===== src/rtl/multicycle_control_pkg.sv =====
// Shared encodings for the multicycle MIPS control path: opcodes, ALU op codes,
// mux select codes, FSM states and the per-state control word.
package multicycle_control_pkg;

    localparam logic [5:0] OP_RTYPE = 6'b000000;
    localparam logic [5:0] OP_LW    = 6'b100011;
    localparam logic [5:0] OP_SW    = 6'b101011;
    localparam logic [5:0] OP_BEQ   = 6'b000100;
    localparam logic [5:0] OP_J     = 6'b000010;
    localparam logic [5:0] OP_ADDI  = 6'b001000;
    localparam logic [5:0] OP_ANDI  = 6'b001100;
    localparam logic [5:0] OP_ORI   = 6'b001101;
    localparam logic [5:0] OP_SLTI  = 6'b001010;

    localparam logic [2:0] ALU_FUNCT = 3'b000;
    localparam logic [2:0] ALU_SUB   = 3'b001;
    localparam logic [2:0] ALU_ADD   = 3'b010;
    localparam logic [2:0] ALU_AND   = 3'b011;
    localparam logic [2:0] ALU_OR    = 3'b100;
    localparam logic [2:0] ALU_SLT   = 3'b101;

    localparam logic [1:0] SRCB_RT     = 2'b00;
    localparam logic [1:0] SRCB_FOUR   = 2'b01;
    localparam logic [1:0] SRCB_IMM    = 2'b10;
    localparam logic [1:0] SRCB_IMM_SH = 2'b11;

    localparam logic [1:0] PCSRC_ALU    = 2'b00;
    localparam logic [1:0] PCSRC_ALUOUT = 2'b01;
    localparam logic [1:0] PCSRC_JUMP   = 2'b10;
    localparam logic [1:0] PCSRC_EXC    = 2'b11;

    typedef enum logic [3:0] {
        ST_IDLE     = 4'd0,
        ST_FETCH    = 4'd1,
        ST_DECODE   = 4'd2,
        ST_R_EXEC   = 4'd3,
        ST_R_WB     = 4'd4,
        ST_I_EXEC   = 4'd5,
        ST_I_WB     = 4'd6,
        ST_MEM_ADDR = 4'd7,
        ST_MEM_RD   = 4'd8,
        ST_MEM_WB   = 4'd9,
        ST_MEM_WR   = 4'd10,
        ST_BRANCH   = 4'd11,
        ST_JUMP     = 4'd12,
        ST_EXC      = 4'd13
    } state_e;

    typedef struct packed {
        logic       pc_write;
        logic       pc_write_cond;
        logic       i_or_d;
        logic       mem_read;
        logic       mem_write;
        logic       ir_write;
        logic       reg_dst;
        logic       mem_to_reg;
        logic       reg_write;
        logic       alu_src_a;
        logic [1:0] alu_src_b;
        logic [1:0] pc_source;
        logic [2:0] alu_op;
        logic       instr_done;
        logic       bus_err;
    } ctrl_t;

    // ALU operation for immediate-format arithmetic; unlisted opcodes fall back to ADD.
    function automatic logic [2:0] imm_alu_op(input logic [5:0] op);
        case (op)
            OP_ANDI: imm_alu_op = ALU_AND;
            OP_ORI:  imm_alu_op = ALU_OR;
            OP_SLTI: imm_alu_op = ALU_SLT;
            default: imm_alu_op = ALU_ADD;
        endcase
    endfunction

endpackage


===== src/rtl/multicycle_control_wait_timer.sv =====
// Saturating memory-wait counter: cleared on state entry, advanced per stalled
// cycle, flags expiry once TIMEOUT stalled cycles have elapsed.
module mc_wait_timer #(
    parameter int TIMEOUT = 16,
    parameter int TMO_W   = 5
) (
    input  logic clk,
    input  logic rst_n,
    input  logic clr_i,
    input  logic inc_i,
    output logic expired_o
);

    localparam logic [TMO_W-1:0] LIMIT = TMO_W'(TIMEOUT);

    logic [TMO_W-1:0] count_q;
    logic [TMO_W-1:0] count_d;

    always_comb begin
        count_d = count_q;
        if (clr_i) begin
            count_d = '0;
        end else if (inc_i && (count_q != LIMIT)) begin
            count_d = count_q + 1'b1;
        end
    end

    // NOTE: state registers use non-blocking (<=) so every flop samples pre-edge values.
    always_ff @(posedge clk or negedge rst_n) begin
        if (!rst_n) begin
            count_q <= '0;
        end else begin
            count_q <= count_d;
        end
    end

    assign expired_o = (count_q == LIMIT);

endmodule


===== src/rtl/multicycle_control.sv =====
// Main control FSM of the multicycle MIPS datapath with memory-timeout abort.
// Define MC_EXCEPTION_EN to trap unknown opcodes into an exception state (adds exc_valid).
module multicycle_control
    import multicycle_control_pkg::*;
#(
    parameter int TIMEOUT = 16,
    parameter int TMO_W   = 5
) (
    input  logic       clk,
    input  logic       rst_n,
    input  logic [5:0] opcode,
    input  logic       mem_ready,
    output logic       pc_write,
    output logic       pc_write_cond,
    output logic       i_or_d,
    output logic       mem_read,
    output logic       mem_write,
    output logic       ir_write,
    output logic       reg_dst,
    output logic       mem_to_reg,
    output logic       reg_write,
    output logic       alu_src_a,
    output logic [1:0] alu_src_b,
    output logic [1:0] pc_source,
    output logic [2:0] alu_op,
    output logic       instr_done,
    output logic       bus_err
`ifdef MC_EXCEPTION_EN
    ,
    output logic       exc_valid
`endif
);

    state_e state_q;
    state_e state_d;
    ctrl_t  ctrl;
    logic   expired;
    logic   tmr_clr;
    logic   tmr_inc;

    // NOTE: every always_comb output gets a default first so no path leaves it unassigned (no latches).
    always_comb begin
        ctrl    = '0;
        state_d = state_q;
        tmr_inc = 1'b0;
        case (state_q)
            ST_IDLE: state_d = ST_FETCH;

            ST_FETCH: begin
                ctrl.mem_read  = 1'b1;
                ctrl.alu_src_b = SRCB_FOUR;
                ctrl.alu_op    = ALU_ADD;
                if (mem_ready) begin
                    ctrl.ir_write = 1'b1;
                    ctrl.pc_write = 1'b1;
                    state_d       = ST_DECODE;
                end else if (expired) begin
                    ctrl         = '0;
                    ctrl.bus_err = 1'b1;
                end else begin
                    tmr_inc = 1'b1;
                end
            end

            ST_DECODE: begin
                ctrl.alu_src_b = SRCB_IMM_SH;
                ctrl.alu_op    = ALU_ADD;
                case (opcode)
                    OP_RTYPE:                         state_d = ST_R_EXEC;
                    OP_LW, OP_SW:                     state_d = ST_MEM_ADDR;
                    OP_BEQ:                           state_d = ST_BRANCH;
                    OP_J:                             state_d = ST_JUMP;
                    OP_ADDI, OP_ANDI, OP_ORI, OP_SLTI: state_d = ST_I_EXEC;
                    default: begin
`ifdef MC_EXCEPTION_EN
                        state_d = ST_EXC;
`else
                        ctrl.instr_done = 1'b1;
                        state_d         = ST_FETCH;
`endif
                    end
                endcase
            end

            ST_R_EXEC: begin
                ctrl.alu_src_a = 1'b1;
                ctrl.alu_op    = ALU_FUNCT;
                state_d        = ST_R_WB;
            end

            ST_R_WB: begin
                ctrl.reg_dst    = 1'b1;
                ctrl.reg_write  = 1'b1;
                ctrl.instr_done = 1'b1;
                state_d         = ST_FETCH;
            end

            ST_I_EXEC: begin
                ctrl.alu_src_a = 1'b1;
                ctrl.alu_src_b = SRCB_IMM;
                ctrl.alu_op    = imm_alu_op(opcode);
                state_d        = ST_I_WB;
            end

            ST_I_WB: begin
                ctrl.reg_write  = 1'b1;
                ctrl.instr_done = 1'b1;
                state_d         = ST_FETCH;
            end

            ST_MEM_ADDR: begin
                ctrl.alu_src_a = 1'b1;
                ctrl.alu_src_b = SRCB_IMM;
                ctrl.alu_op    = ALU_ADD;
                state_d        = (opcode == OP_SW) ? ST_MEM_WR : ST_MEM_RD;
            end

            ST_MEM_RD: begin
                ctrl.i_or_d   = 1'b1;
                ctrl.mem_read = 1'b1;
                if (mem_ready) begin
                    state_d = ST_MEM_WB;
                end else if (expired) begin
                    ctrl         = '0;
                    ctrl.bus_err = 1'b1;
                    state_d      = ST_FETCH;
                end else begin
                    tmr_inc = 1'b1;
                end
            end

            ST_MEM_WB: begin
                ctrl.mem_to_reg = 1'b1;
                ctrl.reg_write  = 1'b1;
                ctrl.instr_done = 1'b1;
                state_d         = ST_FETCH;
            end

            ST_MEM_WR: begin
                ctrl.i_or_d    = 1'b1;
                ctrl.mem_write = 1'b1;
                if (mem_ready) begin
                    ctrl.instr_done = 1'b1;
                    state_d         = ST_FETCH;
                end else if (expired) begin
                    ctrl         = '0;
                    ctrl.bus_err = 1'b1;
                    state_d      = ST_FETCH;
                end else begin
                    tmr_inc = 1'b1;
                end
            end

            ST_BRANCH: begin
                ctrl.alu_src_a     = 1'b1;
                ctrl.alu_op        = ALU_SUB;
                ctrl.pc_write_cond = 1'b1;
                ctrl.pc_source     = PCSRC_ALUOUT;
                ctrl.instr_done    = 1'b1;
                state_d            = ST_FETCH;
            end

            ST_JUMP: begin
                ctrl.pc_write   = 1'b1;
                ctrl.pc_source  = PCSRC_JUMP;
                ctrl.instr_done = 1'b1;
                state_d         = ST_FETCH;
            end

`ifdef MC_EXCEPTION_EN
            ST_EXC: begin
                ctrl.pc_write  = 1'b1;
                ctrl.pc_source = PCSRC_EXC;
                state_d        = ST_FETCH;
            end
`endif

            default: state_d = ST_IDLE;
        endcase
    end

    // A timeout abort from FETCH stays in FETCH, so it must restart the count explicitly.
    assign tmr_clr = (state_d != state_q) || ctrl.bus_err;

    mc_wait_timer #(
        .TIMEOUT (TIMEOUT),
        .TMO_W   (TMO_W)
    ) u_wait_timer (
        .clk       (clk),
        .rst_n     (rst_n),
        .clr_i     (tmr_clr),
        .inc_i     (tmr_inc),
        .expired_o (expired)
    );

    always_ff @(posedge clk or negedge rst_n) begin
        if (!rst_n) begin
            state_q <= ST_IDLE;
        end else begin
            state_q <= state_d;
        end
    end

    assign pc_write      = ctrl.pc_write;
    assign pc_write_cond = ctrl.pc_write_cond;
    assign i_or_d        = ctrl.i_or_d;
    assign mem_read      = ctrl.mem_read;
    assign mem_write     = ctrl.mem_write;
    assign ir_write      = ctrl.ir_write;
    assign reg_dst       = ctrl.reg_dst;
    assign mem_to_reg    = ctrl.mem_to_reg;
    assign reg_write     = ctrl.reg_write;
    assign alu_src_a     = ctrl.alu_src_a;
    assign alu_src_b     = ctrl.alu_src_b;
    assign pc_source     = ctrl.pc_source;
    assign alu_op        = ctrl.alu_op;
    assign instr_done    = ctrl.instr_done;
    assign bus_err       = ctrl.bus_err;

`ifdef MC_EXCEPTION_EN
    assign exc_valid = (state_q == ST_EXC);
`endif

endmodule


===== config.mk =====
export PLATFORM = sky130hd
export DESIGN_NAME = multicycle_control
export DESIGN_NICKNAME = d
export VERILOG_FILES = /design/src/rtl/multicycle_control_pkg.sv /design/src/rtl/multicycle_control_wait_timer.sv /design/src/rtl/multicycle_control.sv
export SDC_FILE = /design/constraint.sdc
export NUM_CORES = 1
export LEC_CHECK = 0
export ABC_AREA = 0
export CAP_MARGIN = 20
export CORE_UTILIZATION = 45
export CTS_CLUSTER_DIAMETER = 200
export DETAILED_ROUTE_END_ITERATION = 8
export PLACE_DENSITY = 0.88
export SLEW_MARGIN = 20
export SYNTH_ARGS = -nofsm -noshare
export SYNTH_HDL_FRONTEND = slang
export SYNTH_SLANG_ARGS = --single-unit

===== constraint.sdc =====
create_clock -name clk -period 2.9 [get_ports clk]
set_input_delay 0.58 -clock clk [delete_from_list [all_inputs] [get_ports clk]]
set_output_delay 0.58 -clock clk [all_outputs]
set_load 0.05 [all_outputs]

==> flow_summary.yaml <==
floorplan:
  core_area_sq_um: 1962
  die_y_microns: 47.82
  placement_rows: 16
  design.die.area_sq_um: 2286
  initial_core_util: 0.4815
  num_io_pins: 28
  die_w_microns: 47.82
logic_synthesis:
  synth_compound_area_frac: 0.1563
  synth_warnings: 0
  synth_top_family_by_area: "simple AND/OR/NAND/NOR gates"
  synth_nets: 136
  synthAdderAreaFrac: 0.02649
  ys_seq_elements: 9
  syn_area_sq_um: 944.7
  yosysSeqAreaShare: 0.2384
  synth_simple_gate_area_frac: 0.4000
  synthXorXnorAreaFrac: 0.07417
  synth.avg_cell_area_sq_um: 7.557
  syn-instance-count: 125
  ys_types: 39
  synthMuxAreaShare: 0.01060
clock_tree:
  cts_root_buf: "clkbuf_4"
  cts_num_sinks: 9
  ctsResizeCount: 0
  insertion_delay_ns: 0.25
  cts_tree: "yes"
  cts_hold_buffers: 0
  cts_setup_buffers: 0
  cts_max_level: 1
  cts_buffers: 3
  path_clk_slew_ns: 0.06
  cts_buffer_depth: 2
layout:
  syn_to_final_growth_pct: 48.48
  final_util: 0.7149
  diodes: 0
  layout-drive-gt1-share: 0.2323
  finalNetCount: 167
sta:
  finalHoldViolations: 0
  grt_setup_unrepaired: "no"
  finalCritPeriodShare: 0.9739
  period_minus_slack_ns: 2.824
  slew_headroom: 0.6542
  setup_ws_ns: 0.07559
  setup_violations: 0
  setup_tns_ns: 0
  finClkSkew_ns: 0.0003283
  finalMaxSlewViolations: 0
  timing.fmax_ghz: 0.3541
  hold_slack_ns: 0.4876
  worst_pin_slew_ns: 0.5187
routing:
  drcViolationCount: 0
  wl_microns: 2340
  drt_iter0_drc: 22
  ant_nets: 0
  routedWlPerCell_microns: 12.86
  viasPerCell: 5.516
  dr.pass1.iters: 4
  num_vias: 1004
placement:
  dp_hpwl_microns: 1877
  place_ws_ns: 0.01372
  gp_congestion: 0.8315
  port_buffers: 27
grt:
  globalRouteTotalUtil: 0.2346
  grt_pass1_wl_microns: 3912
  overflow: 0
  antenna_found_initial: 0
  grt_pass1_vias: 923
  grt_max_degree: 17
worst_setup_path:
  path_max_fanout: 5
  path_class: "in2out"
  crit_slowest_cell: "clkdlybuf4s50_1"
  path_cells: "clkdlybuf4s50_1, and3b_2, o211ai_1, nand2_1, a311oi_2, buf_12"
  cp.required_ns: 2.32
  crit_path_start_kind: "input port"
  endpoint_kind: "output port"
  cp_data_arrival_time_ns: 2.24
  crit_path_max_incr_delay_ns: 0.56
power:
  vdd_drop_max_mv: 0.6169
  p_leak_uw: 0.0005859
  p_total_uw: 1318
  power.density_nw_per_um2: 939.5
job:
  maxCapViolations: 0
outcome:
  status: "finished, final reports clean"
hold_path:
  hp-class: "reg2reg"
placed cells by master, fill, tap and decap left out, types with 2 or more instances in the layout:
cell type and count:
and3_1 2, xnor2_1 4, dfrtp_1 9, nor2b_1 2, o21ai_0 5, ha_1 2
and3b_2 2, buf_12 11, nand2_1 14, buf_4 12, nand2b_1 5, inv_1 4
clkbuf_4 3, nor3_1 5, xor2_1 4, nor2_1 19, clkdlybuf4s50_1 13, nor3b_1 4
nand3_1 4, a21oi_1 8, nor4b_1 2
final timing paths:
kind / startpoint / end / slack (ns) / cells after the start
max reg2reg: state_q[1] / state_q[3] / 1.29 / 5
min reg2reg: u_wait_timer.count_q[0] / u_wait_timer.count_q[0] / 0.49 / 1
max: opcode[1] / alu_op[1] / 0.08 / 6
max in group asynchronous: rst_n / state_q[3] / 1.99 / 1
min in group asynchronous: rst_n / state_q[2] / 0.63 / 1
min: u_wait_timer.count_q[0] / u_wait_timer.count_q[0] / 0.49 / 1
stage by stage:
step | instances | cell area [sq um]
3_5_place_dp | 178 | 1368
2_1_floorplan | 125 | 957.2
5_1_grt | 182 | 1403
6_report | 182 | 1403
4_1_cts | 182 | 1394
3_3_place_gp | 178 | 1368
logic make-up (layout without fill, tap and decap cells):
kind of cell               after synthesis  count (layout)
muxes                                    1               1
DFF                                      9               9
xor gates and xnor gates                 8               8
adders and majority gates                2               2
buffers and inverters                   15              45
AOI/OAI and AO/OA                       22              22
and+or+nand+nor                         68              68
flip-flops by register name (all words and copies together), names as in the netlist:
signal                cells
u_wait_timer.count_q      5
state_q                   4
cell usage after synthesis, drive strengths merged:
cell type  count  share of area
a21oi          8          0.042
o211ai         1         0.0079
xor2           4          0.037
a31oi          1         0.0066
o41ai          1          0.017
o32ai          1         0.0093
nor3           5          0.026
a311oi         1         0.0093
o21ai          5          0.026
and4bb         1          0.013
a21o           1         0.0079
nand3          4          0.021
nor3b          4          0.032
buf           10          0.074
dfrtp          9           0.24
or4b           1          0.015
ha             2          0.026
nand2b         5          0.033
or4            1          0.012
nor2          19          0.075
inv            4          0.016
or2            1         0.0066
and3b          2          0.021
mux2i          1          0.011
nand4b         1         0.0093
xnor2          4          0.037
nor4b          3          0.028
nor2b          2          0.013
nand2         14          0.056
and3           2          0.013
a211oi         1          0.013
clkbuf         1         0.0040
nor4           2          0.013
o22ai          1         0.0066
nand4bb        1          0.012
a32oi          1         0.0093
area by class of cell:
type | instances | area [sq um]
Clock buffer | 4 | 26.28
Fill cell | 179 | 559.3
Inverter | 4 | 15.01
Multi-Input combinational cell | 101 | 649.4
Sequential cell | 9 | 225.2
Tap cell | 27 | 33.78
Timing Repair Buffer | 37 | 452.9
where the power goes:
group | internal, uW | total, uW | leakage, uW | switching [uW]
clock | 52.7 | 91.2 | 0.0000150 | 38.5
sequential | 153 | 234 | 0.000120 | 80.2
combinational | 429 | 993 | 0.000451 | 564
total | 635 | 1320 | 0.000586 | 683
metal layers:
| metal | track usage | up-vias | wire length, microns |
|---|---|---|---|
| li1 | - | 501 | - |
| met1 | 0.2948 | 474 | 957 |
| met2 | 0.4297 | 27 | 1284 |
| met3 | 0.01132 | 2 | 91 |
| met4 | 0.06667 | 0 | 6 |
| met5 | 0 | - | 0 |
critical path: cells and delay by family:
kind | cells | cell delay (ns)
buffers and inverters | 2 | 0.74
AND/OR/NAND/NOR | 2 | 0.33
AO/OA/AOI/OAI | 2 | 0.59
Power figures use the tool's default switching activity.
